[config.mk]
export PLATFORM = sky130hd
export DESIGN_NAME = alu_core
export DESIGN_NICKNAME = d
export VERILOG_FILES = /design/src/rtl/alu_pkg.sv /design/src/rtl/alu_flags.sv /design/src/rtl/alu_core.sv
export SDC_FILE = /design/constraint.sdc
export NUM_CORES = 1
export LEC_CHECK = 0
export ABC_CLOCK_PERIOD_IN_PS = 3290
export CORE_MARGIN = 2
export CORE_UTILIZATION = 45
export DETAILED_ROUTE_END_ITERATION = 7
export PLACE_DENSITY = 0.75
export SKIP_CTS_REPAIR_TIMING = 1
export SLEW_MARGIN = 5
export SYNTH_ARGS = -nofsm -noshare
export SYNTH_HDL_FRONTEND = slang
export SYNTH_SLANG_ARGS = --single-unit
[constraint.sdc]
create_clock -name clk -period 3.29 [get_ports clk]
set_clock_uncertainty 0.1 [all_clocks]
set_input_delay 0.4935 -clock clk [delete_from_list [all_inputs] [get_ports clk]]
set_output_delay 0.4935 -clock clk [all_outputs]
set_load 0.03 [all_outputs]
[src/rtl/alu_pkg.sv]
// Shared definitions for the alu_core datapath ALU: opcode encodings and status bit positions.
package alu_pkg;

  typedef enum logic [1:0] {
    ALU_ADD = 2'b00,
    ALU_SUB = 2'b01,
    ALU_AND = 2'b10,
    ALU_NOT = 2'b11
  } alu_op_e;

  localparam int unsigned Z_ZERO = 0;
  localparam int unsigned Z_NEG  = 1;
  localparam int unsigned Z_OVF  = 2;
  localparam int unsigned Z_W    = 3;

endpackage

[src/rtl/alu_flags.sv]
// Status flag generator for alu_core: zero, negative and overflow/borrow from the selected result.
module alu_flags
  import alu_pkg::*;
#(
  parameter int unsigned W = 16
) (
  input  logic [W-1:0]   res_i,
  input  logic           a_msb_i,
  input  logic           b_msb_i,
  input  logic           borrow_i,
  input  logic [1:0]     op_i,
  output logic [Z_W-1:0] z_o
);

  logic ovf;

  // The overflow bit is op-dependent: signed overflow for ADD, but unsigned borrow for SUB.
  always_comb begin
    ovf = 1'b0;
    unique case (alu_op_e'(op_i))
      ALU_ADD: ovf = (a_msb_i == b_msb_i) && (res_i[W-1] != a_msb_i);
      ALU_SUB: ovf = borrow_i;
      ALU_AND: ovf = 1'b0;
      ALU_NOT: ovf = 1'b0;
    endcase
  end

  always_comb begin
    z_o         = '0;
    z_o[Z_ZERO] = ~|res_i;
    z_o[Z_NEG]  = res_i[W-1];
    z_o[Z_OVF]  = ovf;
  end

endmodule

[src/rtl/alu_core.sv]
// 16-bit two-operand ALU with combinational result/status and a registered status copy.
// Define ALU_STICKY_OVF_EN to add the ovf_sticky output, set by any overflow capture until reset.
module alu_core
  import alu_pkg::*;
#(
  parameter int unsigned W = 16
) (
  input  logic         clk,
  input  logic         reset,
  input  logic [W-1:0] Ain,
  input  logic [W-1:0] Bin,
  input  logic [1:0]   ALUop,
  input  logic         status_en,
  output logic [W-1:0] out,
  output logic [2:0]   Z,
  output logic [2:0]   Z_q
`ifdef ALU_STICKY_OVF_EN
  ,
  output logic         ovf_sticky
`endif
);

  logic [W-1:0] sum;
  logic [W:0]   diff_ext;
  logic [W-1:0] res;
  logic [2:0]   status_d;
  logic [2:0]   status_q;

  assign sum      = Ain + Bin;
  // Extra MSB of the zero-extended subtraction is the unsigned borrow (Ain < Bin).
  assign diff_ext = {1'b0, Ain} - {1'b0, Bin};

  always_comb begin
    res = '0;
    unique case (alu_op_e'(ALUop))
      ALU_ADD: res = sum;
      ALU_SUB: res = diff_ext[W-1:0];
      ALU_AND: res = Ain & Bin;
      ALU_NOT: res = ~Bin;
    endcase
  end

  alu_flags #(
    .W(W)
  ) u_flags (
    .res_i   (res),
    .a_msb_i (Ain[W-1]),
    .b_msb_i (Bin[W-1]),
    .borrow_i(diff_ext[W]),
    .op_i    (ALUop),
    .z_o     (status_d)
  );

  assign out = res;
  assign Z   = status_d;

  always_ff @(posedge clk) begin
    if (reset) begin
      status_q <= '0;
    end else if (status_en) begin
      status_q <= status_d;
    end
  end

  assign Z_q = status_q;

`ifdef ALU_STICKY_OVF_EN
  logic sticky_q;

  always_ff @(posedge clk) begin
    if (reset) begin
      sticky_q <= 1'b0;
    end else if (status_en && status_d[Z_OVF]) begin
      sticky_q <= 1'b1;
    end
  end

  assign ovf_sticky = sticky_q;
`endif

endmodule

# Word level (Yosys, flattened, before mapping)
# Cells that the tools add are included.
word_totals:
  regBits: 3
  wordCells: 17
  in_bits: 37
  out_inout_bits: 22
op_classes:
  n_mux: 2
  n_bitwise: 2
  n_reduce_logical: 5
  eq_ne: 5
  addsub: 2
ops:
  columns: ["cell", "n"]
  rows:
  - ["case mux 16 bit (4 select lines)", 1]
  - ["subtractor 16 x 16 -> 17 bit", 1]
  - ["adder 16 bit", 1]
  - ["bitwise AND 16 bit", 1]
  - ["NOT 16 bit", 1]
  - ["OR reduction 16 bit", 1]
  - ["equality test 2 bit (second input constant)", 2]
  - ["case mux 1 bit (3 select lines)", 1]
  - ["equality test 2 x 1 -> 1 bit (second input constant)", 1]
  - ["zero test 2 bit", 1]
  - ["OR reduction 2 bit", 1]
  - ["equality test 1 bit", 1]
  - ["logical AND 1 bit", 1]
  - ["zero test 1 bit", 1]
  - ["inequality test 1 bit", 1]

# Logic depth before layout (Yosys ltp)
# Gate-level depths: netlist of the first run.
depth:
  ltp_word: 5
  depth_mapped: 12
  ltp_nobuf: 11

# Hierarchy
# Synthesis of the first run repeated with hierarchy kept, for this count alone.
hier_totals:
  cells_unflattened: 301
  area_unflattened_um2: 2312.2
by_module_without_submodules:
  columns: ["module", "cells_each", "instances", "area_per_inst_um2"]
  rows:
  - ["alu_core", 289, 1, 2228.4]
  - ["alu_flags", 12, 1, 83.8]

# Least setup slack after synthesis of the first run
# No wires, ideal clock.
synth_path:
  kind: "input to output"
  from: "input port Ain[0]"
  to: "output port Z[0]"
  path_slack_ns: -0.943
  t_required_ns: 2.697
  t_arrival_ns: 3.639
  path_stages: 10
  path_cell_list: "ha_1 inv_1 fa_1 or2_2 a221oi_2 o21ai_2 a31oi_4 nor3_2 or3_2 nor4_1"
synth_via:
  elab_chain_len: 4
  elab_cells_between_ends: 6
  cone_classes: "add/sub (2); mux (1); bitwise (1); reduce/logical (2)"
synth_rtl:
  columns: ["element", "line_no", "text"]
  rows:
  - ["start, declared", "alu_core.sv:10", "input logic [W-1:0] Ain,"]
  - ["subtractor 16 x 16 -> 17 bit / adder 16 bit (equally long branches)", "alu_core.sv:31, alu_core.sv:29", null]
  - ["case mux 16 bit (4 select lines) (*)", "alu_core.sv:35", "unique case (alu_op_e'(ALUop))"]
  - ["net out[12]", "alu_core.sv:14", "output logic [W-1:0] out,"]
  - ["OR reduction 16 bit (*)", "alu_flags.sv:30", "z_o[Z_ZERO] = ~|res_i;"]
  - ["zero test 1 bit (*)", "alu_flags.sv:30", null]
  - ["end, declared", "alu_core.sv:15", "output logic [2:0] Z,"]
# The timed path passes the listed nets; every way through them passes the cells marked *.

# Worst setup path in the final report of the first run
layout_path:
  from: "input port ALUop[1]"
  to: "output port Z[0]"
layout_via:
  elab_chain_len: 4
  elab_cells_between_ends: 7
  cone_classes: "eq/ne (3); mux (1); reduce/logical (3)"
layout_rtl:
  columns: ["element", "line_no", "text"]
  rows:
  - ["start, declared", "alu_core.sv:12", "input logic [1:0] ALUop,"]
  - ["equality test 2 bit, or another cell as far along", "alu_core.sv:35", null]
  - ["case mux 16 bit (4 select lines) (*)", "alu_core.sv:35", null]
  - ["OR reduction 16 bit (*)", "alu_flags.sv:30", null]
  - ["zero test 1 bit (*)", "alu_flags.sv:30", null]
# Every way passes the cells marked *; elsewhere a longest branch is shown, timed or not.

==> results of run 1 <==
[report_power, final]
part / internal [mW] / leakage [nW] / switching [mW]
clock network: 0.0831 / 0.0228 / 0.0299
logic: 0.572 / 2.46 / 0.687
registers: 0.0387 / 0.0246 / 0.00161
[per-stage QoR]
step,instance area (sq um),util,worst slack [ns]
after global placement,4420,0.751,-0.951
after floorplan,2760,-,-0.169
after global routing,5520,0.939,-0.936
after detailed placement,4420,0.751,-1.05
after CTS,4470,0.759,-1.05
final,5520,0.939,-0.910
[worst max-delay path by stage]
stage | from | to | slack [ns] | depth (start not counted)
after floorplan | Bin[7] | Z[0] | -0.17 | 11
after global placement | Bin[8] | Z[0] | -0.95 | 12
after detailed placement | Bin[8] | Z[0] | -1.05 | 12
after CTS | Bin[8] | Z[0] | -1.05 | 12
after global routing | Bin[11] | Z[0] | -0.94 | 15
final | ALUop[1] | Z[0] | -0.91 | 11
[kinds of logic (layout without fill, tap and decap cells)]
group | count (synthesis) | in the layout
AO/OA/AOI/OAI | 139 | 139
buffers and inverters | 65 | 286
multiplexers | 7 | 7
adder cells (fa/ha/maj) | 35 | 35
other | 0 | 1
AND/OR/NAND/NOR | 128 | 128
XOR/XNOR | 5 | 5
flip-flops | 3 | 3
[placed cells by master, fill, tap and decap left out, types with 7 or more instances in the layout]
| master | n |
|---|---|
| ha_1 | 10 |
| nand2_1 | 17 |
| inv_2 | 19 |
| o21ai_0 | 14 |
| clkbuf_2 | 10 |
| a21o_1 | 11 |
| o21ai_1 | 7 |
| buf_4 | 170 |
| a21oi_1 | 22 |
| clkdlybuf4s50_1 | 11 |
| buf_6 | 33 |
| dlymetal6s2s_1 | 14 |
| ha_4 | 20 |
| inv_1 | 15 |
| nor2_1 | 20 |
| nand3_1 | 9 |
| nor3_1 | 9 |
| a21oi_2 | 8 |
[layout make-up]
type,count,area share
antenna,1,0.000453
clock buffer,4,0.00815
inverter,38,0.0276
multi-input combinational,314,0.560
sequential,3,0.0109
tap,75,0.0170
timing repair buffer,244,0.376
[layer usage]
| layer | vias to the layer above | share of wire |
|---|---|---|
| li1 | 1878 | - |
| met3 | 302 | 0.16 |
| met5 | - | 0.0037 |
| met1 | 2221 | 0.31 |
| met4 | 4 | 0.12 |
| met2 | 648 | 0.41 |
[tightest hold or removal path, stage by stage (launching register included)]
cell	delay [ns]
dfxtp_1	0.31
nor2_1	0.10
a211oi_1	0.06
==> metrics, run 1 <==
run status complete, but fails checks; failing checks design-rule violations, negative setup slack; worst hold path stage count 2; number of enable flip-flop cells after synthesis 0; RD Place Congestion 0.987; area inside the core boundary 5890 sq um; syn nets 454; largest stage delay on the critical path 0.53 ns; distinct cell type count after synthesis 83; post-synthesis share of cell area spent on xor and xnor gates 0.0161; worst-skew pair later-pin latency 0.22 ns; Tmin final 4.20 ns; vias in the first global route 3,593; Slew headroom 0.689; Vias/cell 7.44; num ports 59; TritonCTS clock tree yes; Critical Path AT 3.61 ns; buffer and inverter count on the worst path 3; Crit-path slowest cell clkdlybuf4s50_1; count of filler cells inserted in the layout 178; share of the synthesized area in compound gates (AO/OA/AOI/OAI) 0.379; Leak Pwr 2.51 nW; synthesized cell area 2710 sq um; Post-Syn Instances 382; sum of routed wire length over all layers 18,900 um; vias after detailed routing 5,053; setup slack of the most critical reg-to-reg path 2.48 ns; Setup crit end kind output pin; met3 GRT Util 0.0330; kind of start point of the critical path primary input; Most Crowded Layer GR met2; Iter 0 DRT Violations 923; peak clock frequency supported by timing 238 MHz; Crit Reg-Reg Startpoint Z_q[1]; setup repair after global routing missed its margin yes; root buffer cell clkbuf_8; effective utilization at floorplan 0.461; pin count of the biggest net entering global routing 20; number of CTS-inserted buffers 3; Hold EP Z_q[1]; Worst IR Drop VDD 312 uV; most instantiated library cell after synthesis inv_1; share of the synthesized area in the top cell type 0.152; area taken by flip-flops and latches 60.1 sq um; series of cell instances along the critical path clkdlybuf4s50_1 -> buf_4 -> or3b_1 -> o211ai_1 -> o311ai_1 -> a21o_1 -> nand4bb_1 -> a211oi_2 -> o2111ai_2 -> nor4_4 -> buf_6; flip-flop and latch count after synthesis 3; main combinational cell family by area after synthesis compound AO/OA/AOI/OAI gates; average footprint of a synthesized cell 7.10 sq um; multi-input combinational cell area 3090 sq um; Area growth, synth to finish 104%; origin of the worst min-delay path Z_q[1]; start-to-end type of the worst setup path primary input to output pin; dpl cells 646; Setup Viol. Count Final 14; peak fanout along the critical path 9; Max-cap violations 0; met1 global-route usage 0.402; DRT antenna net count 0; sum of negative setup slack -4.36 ns; most area-consuming cells after synthesis ha_1 (15%), a21oi_1 (5.5%), inv_1 (4.8%); transition time of the tightest slew-check pin 0.459 ns; largest area contributor in the netlist ha_1; path type of the worst min-delay path flop to flop; total of buffers placed on input and output ports 58; fin cells 679; required time at the endpoint of the critical path 2.70 ns; sum of overflow across all layers after global routing 0; share of synthesized cell area in and, or, nand and nor gates 0.271; tightest hold margin 0.425 ns; multiplexer fraction of the synthesized cell area 0.0314; overall routing resource usage 0.317; standard-cell rows 28; Detail Placement HPWL 8950 um; YS warnings 0; worst-case setup margin in the final layout -0.910 ns; Hold Fails Final Rpt 0; number of antenna violations at the first check in global routing 1; critical path's top delay family compound AO/OA/AOI/OAI gates; sink count of the clock tree 3; fraction of the mapped netlist area in adder cells 0.167; Final Power 1.41 mW; Async SR Flop Fraction 0; die width 81.6 um; share of cells above drive strength 1 0.599; met2 usage in global routing 0.574; CTS max path bufs 2; Chip Height 81.6 um; Total Die Area 6670 sq um; clock slew at the register clock pins of the worst setup and hold paths 0.03 ns; final worst path period share 1.28; CTS H-tree lvls 1; Layout Nets 676; first-pass GRT wire length 16,500 um; Largest register FFs 3; portion of the post-synthesis area used by sequential elements 0.0221; most frequent cells after synthesis inv_1 (35), ha_1 (33), a21oi_1 (30), nor2_1 (25), o21ai_0 (21); number of design rule violations left after detail routing 39; Pre-Repair DR Iteration Count 8; FF-to-FF End Z_q[1]; pwr/cell area 256 nW/um^2; Routed wire per std cell 27.8 um; number of cell instances on the worst register-to-register path 2; total count of max-transition violations in the final report 0; Post-synth top flop dfxtp_1
Note: power is estimated with default switching activity, not from simulation.
==> run 2: changes to the inputs <==
Settings changed: CORE_MARGIN 2 to 5.
==> metrics, run 2 (synthesis results as in run 1) <==
Setup Viol. Count Final 13; top routing layer in use met4; worst-case setup margin in the final layout -0.953 ns; Setup crit end kind output pin; CTS max path bufs 2; Tmin final 4.24 ns; peak clock frequency supported by timing 236 MHz; Routed wire per std cell 28.7 um; combinational fraction of design power 0.893; dpl cells 636; number of antenna violations at the first check in global routing 0; leading cell types in the layout, fill and taps excluded buf_4 (166), buf_6 (35), a21oi_1 (21), nor2_1 (21), ha_4 (20); CTS H-tree lvls 1; count of filler cells inserted in the layout 128; Switching Power 0.739 mW; Chip Height 87.6 um; sum of routed wire length over all layers 19,400 um; Iter 0 DRT Violations 945; final worst path period share 1.29; Max-cap violations 0; Detail Placement HPWL 8900 um; Worst IR Drop VDD 275 uV; final core area utilization 0.957; setup repair after global routing missed its margin yes; TritonCTS clock tree yes; Layout Nets 675; pwr/cell area 261 nW/um^2; pin count of the biggest net entering global routing 24; first-pass GRT wire length 17,000 um; overall routing resource usage 0.273; required time at the endpoint of the critical path 2.70 ns; vias in the first global route 3,582; count of inserted antenna diode cells 0; Vias/cell 7.25; RD Place Congestion 1.00; portion of total power attributed to sequential cells 0.027; internal power 0.730 mW; run status complete, but fails checks; number of design rule violations left after detail routing 10; die width 87.6 um; standard-cell rows 28; Area growth, synth to finish 108%; Critical Path AT 3.65 ns; clock slew at the register clock pins of the worst setup and hold paths 0.03 ns; worst-skew pair later-pin latency 0.23 ns; most common cell after layout, fill and taps aside buf_4; path type of the worst min-delay path flop to flop; transition time of the tightest slew-check pin 0.536 ns; fin cells 677; total met3 wirelength after detailed routing 2810 um; sum of routed wire segments on met1 6280 um; failing checks design-rule violations, negative setup slack; sum of overflow across all layers after global routing 0; minimum setup slack after placement -0.918 ns; sum of negative setup slack -3.92 ns; Largest register FFs 3; root buffer cell clkbuf_8; Clock power frac 0.079; Pre-Repair DR Iteration Count 8; total of buffers placed on input and output ports 58; sink count of the clock tree 3; share of cells above drive strength 1 0.603; fraction of power spent switching nets 0.503; effective utilization at floorplan 0.461; Total Die Area 7680 sq um; peak fanout along the critical path 3; kind of start point of the critical path primary input; total count of max-transition violations in the final report 0; Hold Fails Final Rpt 0; vias after detailed routing 4,908; Slew headroom 0.642; DRT antenna net count 0; num ports 59; met2 wire length 8280 um; Leak Pwr 2.55 nW; area inside the core boundary 5890 sq um; start-to-end type of the worst setup path primary input to output pin; number of CTS-inserted buffers 3
## run 2: changes by cell type in the layout (fill, tap and decap cells not counted), sizes merged
cell,before,now
clkdlybuf4s50,11,7
buf,209,211
diode,1,0
dlymetal6s2s,14,17
clkbuf,14,12
## run 2: layout make-up
| cell class | instances | area [sq um] | share of cell area |
|---|---|---|---|
| clock buffers | 4 | 45.0 | 0.00800 |
| multi-input cells | 314 | 3140 | 0.558 |
| inverters | 38 | 160 | 0.0284 |
| flip-flops and latches | 3 | 60.1 | 0.0107 |
| well taps | 75 | 93.8 | 0.0167 |
| repair buffers | 243 | 2130 | 0.378 |
## run 2: power by group through the flow
| stage | sequential (mW) | clock, mW | combinational, mW |
|---|---|---|---|
| finish | 0.0403 | 0.117 | 1.31 |
| global route | 0.0418 | 0.120 | 1.33 |
| CTS | 0.0397 | 0.113 | 0.870 |
| detailed placement | 0.0403 | 0 | 0.862 |
| global placement | 0.0400 | 0 | 0.848 |
| floorplan | 0.0442 | 0 | 0.452 |
## run 2: per-stage QoR
stage          instance area, sq um  hold WS [ns]  total power [mW]
2_1_floorplan                  2760         0.466             0.496
3_3_place_gp                   4350         0.374             0.888
3_5_place_dp                   4350         0.392             0.903
4_1_cts                        4390         0.429              1.02
5_1_grt                        5630         0.519              1.49
6_report                       5630         0.470              1.47
## run 2: worst paths after layout
check | slack [ns] | cells past startpoint | to | from
max | -0.95 | 13 | Z[0] | Bin[8]
max reg2reg | 2.44 | 2 | Z_q[1] | Z_q[1]
min | 0.47 | 2 | Z_q[1] | Z_q[1]
min reg2reg | 0.47 | 2 | Z_q[1] | Z_q[1]
## run 2: worst max-delay path, cell delays in order
cell,delay [ns]
buf_8,0.10
inv_4,0.05
ha_4,0.21
or3_4,0.42
nor3_4,0.32
o311ai_4,0.17
nand3b_1,0.14
buf_6,0.13
mux2_4,0.31
a211oi_2,0.32
nand4_1,0.40
nor4_4,0.39
buf_6,0.17
## run 2: per-layer routing
| metal | vias to the layer above | GRT usage |
|---|---|---|
| li1 | 1870 | - |
| met1 | 2203 | 0.370 |
| met2 | 605 | 0.466 |
| met3 | 230 | 0.0301 |
| met4 | 0 | 0.0586 |
| met5 | - | 0 |
